===== src/rtl/wb_uart_tx_fifo.sv =====
// -----------------------------------------------------------------------------
// wb_uart_tx_fifo
//
// Wishbone-attached UART transmitter with a TX FIFO. Bytes written to DATA are
// queued and then serialised 8N1 on tx_o. Optional parity is available when
// the design is built with the UART_TX_PARITY_EN macro. Baud divisor and stop
// bit count are run-time registers.
//
// Register map (adr_i):
//   0x00 DATA    W: push byte            R: last byte accepted into the FIFO
//   0x01 STATUS  R: [0] idle [1] full [2] empty [3] overflow (sticky)
//                W: bit3=1 clears overflow, bit4=1 flushes the FIFO
//   0x02 DIV_LO  0x03 DIV_HI   bit period = divisor+1 clk_i cycles
//   0x04 CONF    [0] irq on empty [1] 2 stop bits [2] parity en [3] odd parity
//   others       read 0x00, writes ignored (still acked)
//
// Ports:
//   clk_i  system clock              rst_i  async reset, active low
//   stb_i  Wishbone strobe           we_i   Wishbone write enable
//   adr_i  register address (5 b)    dat_i  write data (8 b)
//   dat_o  read data, valid with ack ack_o  registered acknowledge
//   tx_o   serial output, idle high  irq_o  registered level interrupt
//
// Configuration macro: UART_TX_PARITY_EN
//   defined     -> PARITY state and CONF[3:2] implemented
//   not defined -> no PARITY state, CONF[3:2] read 0 and ignore writes
// -----------------------------------------------------------------------------
module wb_uart_tx_fifo #(
  parameter int FIFO_DEPTH = 16,
  parameter int DIV_W      = 16,
  parameter int DIV_RESET  = 433
) (
  input  logic       clk_i,
  input  logic       rst_i,
  input  logic       stb_i,
  input  logic       we_i,
  input  logic [4:0] adr_i,
  input  logic [7:0] dat_i,
  output logic [7:0] dat_o,
  output logic       ack_o,
  output logic       tx_o,
  output logic       irq_o
);

  localparam int AW    = $clog2(FIFO_DEPTH);
  localparam int EXT_W = (DIV_W > 16) ? DIV_W : 16;

  localparam logic [4:0] ADR_DATA   = 5'h00;
  localparam logic [4:0] ADR_STATUS = 5'h01;
  localparam logic [4:0] ADR_DIV_LO = 5'h02;
  localparam logic [4:0] ADR_DIV_HI = 5'h03;
  localparam logic [4:0] ADR_CONF   = 5'h04;

`ifdef UART_TX_PARITY_EN
  localparam logic [3:0] CONF_MASK = 4'hF;
`else
  localparam logic [3:0] CONF_MASK = 4'h3;
`endif

  typedef enum logic [2:0] {
    ST_IDLE   = 3'd0,
    ST_START  = 3'd1,
    ST_DATA   = 3'd2,
`ifdef UART_TX_PARITY_EN
    ST_PARITY = 3'd3,
`endif
    ST_STOP   = 3'd4
  } state_t;

  // Reset synchroniser: assertion is immediate, release is aligned to clk_i.
  logic [1:0] rst_sync_q;
  logic       rst_n;

  always_ff @(posedge clk_i or negedge rst_i) begin
    if (!rst_i) rst_sync_q <= 2'b00;
    else        rst_sync_q <= {rst_sync_q[0], 1'b1};
  end

  assign rst_n = rst_sync_q[1];

  // Bus side
  logic             ack_q, ack_d;
  logic [7:0]       dat_q, dat_d;
  logic             irq_q, irq_d;
  logic [7:0]       last_q, last_d;
  logic [DIV_W-1:0] div_q, div_d;
  logic [3:0]       conf_q, conf_d;
  logic             ovf_q, ovf_d;

  // FIFO
  logic [AW:0]      wr_ptr_q, wr_ptr_d;
  logic [AW:0]      rd_ptr_q, rd_ptr_d;
  logic [7:0]       mem_q [FIFO_DEPTH];

  // Transmitter
  state_t           state_q, state_d;
  logic             tx_q, tx_d;
  logic [7:0]       shift_q, shift_d;
  logic [2:0]       bit_cnt_q, bit_cnt_d;
  logic             stop_cnt_q, stop_cnt_d;
  logic [DIV_W-1:0] timer_q, timer_d;
  logic [DIV_W-1:0] frame_div_q, frame_div_d;
  logic             frame_two_stop_q, frame_two_stop_d;
`ifdef UART_TX_PARITY_EN
  logic             frame_par_en_q, frame_par_en_d;
  logic             parity_q, parity_d;
`endif

  logic             wb_access, wr_access, rd_access;
  logic             push_req, push_ok, pop, flush;
  logic             empty, full, fsm_idle;
  logic [7:0]       head;
  logic [7:0]       rd_data;
  logic [EXT_W-1:0] div_ext, div_new;
  logic             bit_done, load_frame;

  // A held strobe is serviced only while ack is low, giving one action per ack.
  assign wb_access = stb_i & ~ack_q;
  assign wr_access = wb_access & we_i;
  assign rd_access = wb_access & ~we_i;
  assign push_req  = wr_access && (adr_i == ADR_DATA);
  assign flush     = wr_access && (adr_i == ADR_STATUS) && dat_i[4];

  // Extra pointer MSB separates full from empty when the indices match.
  assign empty    = (wr_ptr_q == rd_ptr_q);
  assign full     = (wr_ptr_q[AW] != rd_ptr_q[AW]) &&
                    (wr_ptr_q[AW-1:0] == rd_ptr_q[AW-1:0]);
  assign fsm_idle = (state_q == ST_IDLE);
  assign head     = mem_q[rd_ptr_q[AW-1:0]];

  // A pop in the same cycle frees a slot, so a push at full is then accepted.
  assign push_ok  = push_req & (~full | pop);

  // Register file, FIFO pointers and the Wishbone read path.
  always_comb begin
    wr_ptr_d = wr_ptr_q;
    rd_ptr_d = rd_ptr_q;
    last_d   = last_q;
    conf_d   = conf_q;
    ovf_d    = ovf_q;
    rd_data  = 8'h00;

    div_ext = '0;
    div_ext[DIV_W-1:0] = div_q;
    div_new = div_ext;

    if (pop) rd_ptr_d = rd_ptr_q + 1'b1;
    if (push_ok) begin
      wr_ptr_d = wr_ptr_q + 1'b1;
      last_d   = dat_i;
    end
    if (push_req && !push_ok) ovf_d = 1'b1;

    // Flush drops everything still queued; the shifter keeps its byte.
    if (flush) rd_ptr_d = wr_ptr_q;
    if (wr_access && (adr_i == ADR_STATUS) && dat_i[3]) ovf_d = 1'b0;

    if (wr_access && (adr_i == ADR_DIV_LO)) div_new[7:0]  = dat_i;
    if (wr_access && (adr_i == ADR_DIV_HI)) div_new[15:8] = dat_i;
    div_d = div_new[DIV_W-1:0];

    if (wr_access && (adr_i == ADR_CONF)) conf_d = dat_i[3:0] & CONF_MASK;

    case (adr_i)
      ADR_DATA:   rd_data = last_q;
      ADR_STATUS: rd_data = {4'b0000, ovf_q, empty, full, empty & fsm_idle};
      ADR_DIV_LO: rd_data = div_ext[7:0];
      ADR_DIV_HI: rd_data = div_ext[15:8];
      ADR_CONF:   rd_data = {4'b0000, conf_q};
      default:    rd_data = 8'h00;
    endcase

    ack_d = wb_access;
    dat_d = rd_access ? rd_data : 8'h00;
    irq_d = (conf_q[0] & empty & fsm_idle) | ovf_q;
  end

  // Transmit FSM. Frame settings are captured whenever a frame is loaded,
  // so register writes during a frame only affect the following one.
  always_comb begin
    state_d          = state_q;
    shift_d          = shift_q;
    bit_cnt_d        = bit_cnt_q;
    stop_cnt_d       = stop_cnt_q;
    timer_d          = timer_q;
    frame_div_d      = frame_div_q;
    frame_two_stop_d = frame_two_stop_q;
`ifdef UART_TX_PARITY_EN
    frame_par_en_d   = frame_par_en_q;
    parity_d         = parity_q;
`endif
    pop        = 1'b0;
    load_frame = 1'b0;
    bit_done   = (timer_q == '0);

    case (state_q)
      ST_IDLE: begin
        if (!empty) load_frame = 1'b1;
      end
      ST_START: begin
        if (bit_done) begin
          state_d   = ST_DATA;
          bit_cnt_d = 3'd0;
          timer_d   = frame_div_q;
        end else begin
          timer_d = timer_q - 1'b1;
        end
      end
      ST_DATA: begin
        if (bit_done) begin
          timer_d = frame_div_q;
          if (bit_cnt_q == 3'd7) begin
            state_d    = ST_STOP;
            stop_cnt_d = 1'b0;
`ifdef UART_TX_PARITY_EN
            if (frame_par_en_q) state_d = ST_PARITY;
`endif
          end else begin
            bit_cnt_d = bit_cnt_q + 3'd1;
            shift_d   = shift_q >> 1;
          end
        end else begin
          timer_d = timer_q - 1'b1;
        end
      end
`ifdef UART_TX_PARITY_EN
      ST_PARITY: begin
        if (bit_done) begin
          state_d    = ST_STOP;
          stop_cnt_d = 1'b0;
          timer_d    = frame_div_q;
        end else begin
          timer_d = timer_q - 1'b1;
        end
      end
`endif
      ST_STOP: begin
        if (bit_done) begin
          if (frame_two_stop_q && !stop_cnt_q) begin
            stop_cnt_d = 1'b1;
            timer_d    = frame_div_q;
          end else if (!empty) begin
            load_frame = 1'b1;
          end else begin
            state_d = ST_IDLE;
          end
        end else begin
          timer_d = timer_q - 1'b1;
        end
      end
      default: state_d = ST_IDLE;
    endcase

    // Shared by IDLE and the end of STOP so back-to-back frames have no gap.
    if (load_frame) begin
      pop              = 1'b1;
      state_d          = ST_START;
      shift_d          = head;
      timer_d          = div_q;
      frame_div_d      = div_q;
      frame_two_stop_d = conf_q[1];
`ifdef UART_TX_PARITY_EN
      frame_par_en_d   = conf_q[2];
      parity_d         = (^head) ^ conf_q[3];
`endif
    end

    // tx_o is registered from the next state to keep the line glitch-free.
    case (state_d)
      ST_START:  tx_d = 1'b0;
      ST_DATA:   tx_d = shift_d[0];
`ifdef UART_TX_PARITY_EN
      ST_PARITY: tx_d = parity_d;
`endif
      default:   tx_d = 1'b1;
    endcase
  end

  // FIFO storage has no reset; the pointers alone define its contents.
  always_ff @(posedge clk_i) begin
    if (push_ok) mem_q[wr_ptr_q[AW-1:0]] <= dat_i;
  end

  always_ff @(posedge clk_i or negedge rst_n) begin
    if (!rst_n) begin
      ack_q            <= 1'b0;
      dat_q            <= 8'h00;
      irq_q            <= 1'b0;
      last_q           <= 8'h00;
      div_q            <= DIV_W'(DIV_RESET);
      conf_q           <= 4'h0;
      ovf_q            <= 1'b0;
      wr_ptr_q         <= '0;
      rd_ptr_q         <= '0;
      state_q          <= ST_IDLE;
      tx_q             <= 1'b1;
      shift_q          <= 8'h00;
      bit_cnt_q        <= 3'd0;
      stop_cnt_q       <= 1'b0;
      timer_q          <= '0;
      frame_div_q      <= '0;
      frame_two_stop_q <= 1'b0;
`ifdef UART_TX_PARITY_EN
      frame_par_en_q   <= 1'b0;
      parity_q         <= 1'b0;
`endif
    end else begin
      ack_q            <= ack_d;
      dat_q            <= dat_d;
      irq_q            <= irq_d;
      last_q           <= last_d;
      div_q            <= div_d;
      conf_q           <= conf_d;
      ovf_q            <= ovf_d;
      wr_ptr_q         <= wr_ptr_d;
      rd_ptr_q         <= rd_ptr_d;
      state_q          <= state_d;
      tx_q             <= tx_d;
      shift_q          <= shift_d;
      bit_cnt_q        <= bit_cnt_d;
      stop_cnt_q       <= stop_cnt_d;
      timer_q          <= timer_d;
      frame_div_q      <= frame_div_d;
      frame_two_stop_q <= frame_two_stop_d;
`ifdef UART_TX_PARITY_EN
      frame_par_en_q   <= frame_par_en_d;
      parity_q         <= parity_d;
`endif
    end
  end

  assign ack_o = ack_q;
  assign dat_o = dat_q;
  assign irq_o = irq_q;
  assign tx_o  = tx_q;

endmodule


===== config.mk =====
export PLATFORM = sky130hd
export DESIGN_NAME = wb_uart_tx_fifo
export DESIGN_NICKNAME = d
export VERILOG_FILES = /design/src/rtl/wb_uart_tx_fifo.sv
export SDC_FILE = /design/constraint.sdc
export NUM_CORES = 1
export LEC_CHECK = 0
export BUFFER_PORTS_ARGS = -buffer_cell sky130_fd_sc_hd__clkbuf_2
export CAP_MARGIN = 20
export CELL_PAD_IN_SITES_DETAIL_PLACEMENT = 1
export CELL_PAD_IN_SITES_GLOBAL_PLACEMENT = 1
export CORE_MARGIN = 4
export CORE_UTILIZATION = 52
export DETAILED_ROUTE_END_ITERATION = 10
export PLACE_DENSITY = 0.85
export SLEW_MARGIN = 10
export SYNTH_ARGS = -nofsm -noshare
export SYNTH_HDL_FRONTEND = slang
export SYNTH_SLANG_ARGS = --single-unit
export TNS_END_PERCENT = 100

===== constraint.sdc =====
create_clock -name clk_i -period 3.7 [get_ports clk_i]
set_input_delay 0.37 -clock clk_i [delete_from_list [all_inputs] [get_ports clk_i]]
set_output_delay 0.37 -clock clk_i [all_outputs]
set_load 0.005 [all_outputs]

==> flow_summary_export.csv <==
group,metric,value,unit
placed_design,dp_cells,926,
worst_hold_path,hold_end,"ack_o",
floorplan,io_pins,28,
timing,holdWs,0.164,ns
cts,cts_setup_buffers,0,
global_route,track_usage,26.0,%
global_route,gr-usage-met1,35.4,%
floorplan,initial_core_util,53.4,%
worst_setup_path,crit_type,"reg -> reg",
finish,area_growth,12.7,%
synthesis,yosys_warnings,0,
synthesis,synth_xor_area_share,1.81,%
floorplan,core_area,0.0181,mm²
route,route.detailed.drc,0,
cts,htreeDepth,1,
synthesis,yosys.area_share.simple,11.4,%
floorplan,die_x,145,µm
placed_design,gp_congestion,0.894,
power_and_ir_drop,p_seq_share,49.8,%
synthesis,ys_seq_elements,226,
power_and_ir_drop,comb_power_share,6.1,%
synthesis,synthAdderAreaFrac,1.03,%
synthesis,synth_most_common_cell,"edfxtp_1",
placed_design,pre_cts_slack,0.661,ns
timing,maxSlewHeadroom,43.2,%
synthesis,synthCells,687,
global_route,busiest_layer,"met2",
synthesis,synth_cell_types,59,
route,detail_route.vias_per_cell,6.39,
synthesis,synth_common_cells,"128 x edfxtp_1, 113 x nand2_1, 92 x dfrtp_1",
worst_hold_path,hp-start,"stb_i",
finish,drive_gt1_share,22.7,%
synthesis,async_flop_share,43.4,%
synthesis,synth-edff-count,128,
power_and_ir_drop,power.switching,1.31,mW
global_route,antenna_found_initial,0,
timing,timing.final.crit_share,83.9,%
worst_setup_path,reg2regPathDepth,8,
worst_setup_path,crit_path_end_kind,"flop",
cts,cts.clk_slew.worst_paths,0.06,ns
worst_setup_path,worstReg2RegStart,"timer_q[0]",
floorplan,fp.dieH,145,µm
finish,diodes,0,
power_and_ir_drop,power_leakage,4.19,nW
worst_hold_path,hold-path-cell-count,2,
finish,fin_nets,751,
route,drtIter0Drc,637,
power_and_ir_drop,power.density,515,mW/mm²
timing,tns,0,ns
global_route,grt_max_degree,84,
timing,final.setup_skew,0.0297,ns
route,wirelength,26700,µm
power_and_ir_drop,clock_power_share,44.1,%
route,first_pass_iters,7,
timing,grt_setup_unrepaired,"false",
cts,clockBufferDepth,3,
timing,max_freq,322,MHz
synthesis,syn_avg_cell_area,14.1,µm²
global_route,use_met3,4.40,%
timing,fin_crit,3.11,ns
synthesis,synth_nets,712,
global_route,grt_pass1_wl,40800,µm
synthesis,synth_top_family_by_area,"multiplexers",
cts,insertion_delay,0.55,ns
synthesis,synth_flop_cell,"edfxtp_1",
floorplan,dieArea,0.0209,mm²
outcome,status,"finished, final reports clean",
global_route,use_met2,43.6,%
worst_setup_path,required,3.86,ns
cts,postCtsResizedCells,0,
power_and_ir_drop,power,5.62,mW
route,vias,6224,
placed_design,hpwl,16500,µm
worst_setup_path,rr_endpoint,"mem_q[5][0]",
timing,maxSlewViolCount,0,
worst_setup_path,cp-start-kind,"flop",
worst_setup_path,r2r_slack,0.59,ns
global_route,grt_pass1_vias,6675,
power_and_ir_drop,internal_power,4.32,mW
synthesis,yosys.area.top_type,"edfxtp_1",
timing,finalHoldViolations,0,
synthesis,ys_top_cells_by_area,"edfxtp_1 40%, dfrtp_1 24%, mux4_2 8.4%",
synthesis,synth_compound_area_share,5.95,%
timing,max_slew.worst_pin.slew,0.849,ns
flow_run,cap_violations,0,
power_and_ir_drop,p_sw_share,23.2,%
route,ant_nets,0,
power_and_ir_drop,peakVddDrop,0.509,mV
synthesis,yosysSeqAreaShare,65.0,%
synthesis,mappedNetlistArea,0.00969,mm²
placed_design,io_buffers,27,
worst_hold_path,hold_path.class,"in -> reg",
timing,finalSetupViolCount,0,
finish,instances_no_fill,974,
global_route,grt_remaining_overflow,0,
worst_setup_path,cp_max_fo,8,
synthesis,yosys.area.top_type_share,39.7,%
cts,cts_tree,"yes",
route,avgRoutedWirePerCell,27.4,µm
timing,fin_ws,0.595,ns
cts,root_buffer,"clkbuf_16",
floorplan,rows,49,
cts,clock_sinks,226,
worst_setup_path,worst_ep_arrival_time,3.26,ns
synthesis,synthMuxAreaShare,12.8,%
cts,numCtsBuffers,25,
==> logic make-up after synthesis <==
kind of cell | after synthesis
other | 1
multiplexers | 75
adder cells (fa/ha/maj) | 8
XOR/XNOR | 20
AND/OR/NAND/NOR | 236
buffers and inverters | 38
AO/OA/AOI/OAI | 83
flip-flops | 226
==> per-layer routing <==
layer	wire length, µm	vias to the layer above
met3	1910	63
met2	13500	273
li1	-	2631
met1	10500	3257
met5	0	-
met4	809	0
==> power by group through the flow <==
stage	combinational, mW	clock (mW)	sequential (mW)
after floorplan	0.219	0	2.81
final	0.343	2.48	2.80
after detailed placement	0.314	0	2.85
after CTS	0.327	2.50	2.80
after global routing	0.366	2.62	2.81
after global placement	0.299	0	2.84
==> repair_timing <==
item                                   in CTS  in global routing
setup endpoints to repair                   0                  0
hold buffers                                1                  0
endpoints found under the hold margin       2                  0
==> per-stage QoR <==
step | utilization [%] | area [µm²]
2_1_floorplan | - | 9690
3_3_place_gp | 55.5 | 10100
3_5_place_dp | 55.5 | 10100
4_1_cts | 60.1 | 10900
5_1_grt | 60.2 | 10900
6_report | 60.2 | 10900
==> critical path: stages, from the launching register on <==
cell     delay (ns)
dfrtp_1        0.43
inv_1          0.08
ha_1           0.17
nor3b_4        0.28
and3_1         0.31
a41oi_1        0.29
a21oi_4        0.28
nand2_1        0.20
nor2_1         0.69
==> cells in the final DEF (no fill, tap or decap), types with 5 or more instances in the layout <==
cell	synthesis	final
edfxtp_1	128	128
nand2_1	113	113
dfrtp_1	92	90
nor2_1	43	43
mux4_2	36	36
mux2_2	33	33
clkbuf_2	0	27
clkbuf_16	0	26
nand3_1	18	18
o21ai_0	17	17
buf_4	2	16
nor2b_1	14	14
a21oi_1	13	13
xor2_1	11	11
nor3_1	10	10
o211ai_1	10	10
xnor2_1	9	9
a31oi_1	9	9
ha_1	8	8
clkbuf_1	14	8
and2_1	6	6
and3_1	6	6
mux2i_1	6	6
a211oi_1	6	6
clkinv_2	0	6
dfstp_2	6	6
inv_1	5	5
nand2b_1	5	5
==> worst max-delay path by stage <==
stage,slack (ns),from,end,cells past startpoint
2_1_floorplan,0.78,rst_sync_q[1],ack_o,0
3_5_place_dp,0.66,timer_q[0],mem_q[5][3],8
6_report,0.59,timer_q[0],mem_q[5][0],8
3_3_place_gp,0.89,timer_q[0],mem_q[4][1],8
4_1_cts,0.60,timer_q[0],mem_q[5][6],8
5_1_grt,0.43,timer_q[0],mem_q[5][0],8
==> state kept, by name, summed over array words and instances, names as in the netlist <==
signal,cells
shift_q,8
last_q,8
rd_ptr_q,5
rst_sync_q,2
stop_cnt_q,1
ack_o,1
dat_o,8
wr_ptr_q,5
tx_o,1
bit_cnt_q,3
div_ext,16
irq_o,1
conf_q,2
state_q,3
timer_q,16
mem_q,128
frame_two_stop_q,1
frame_div_q,16
ovf_q,1
==> final cells by class <==
cell class	count	area (µm²)
fill	1668	7230
sequential	226	6310
multi-input combinational	423	3200
clock buffer	38	736
tap	229	287
timing repair buffer	45	285
clock inverter	8	80.1
inverter	5	18.8
Note: power is estimated with default switching activity, not from simulation.
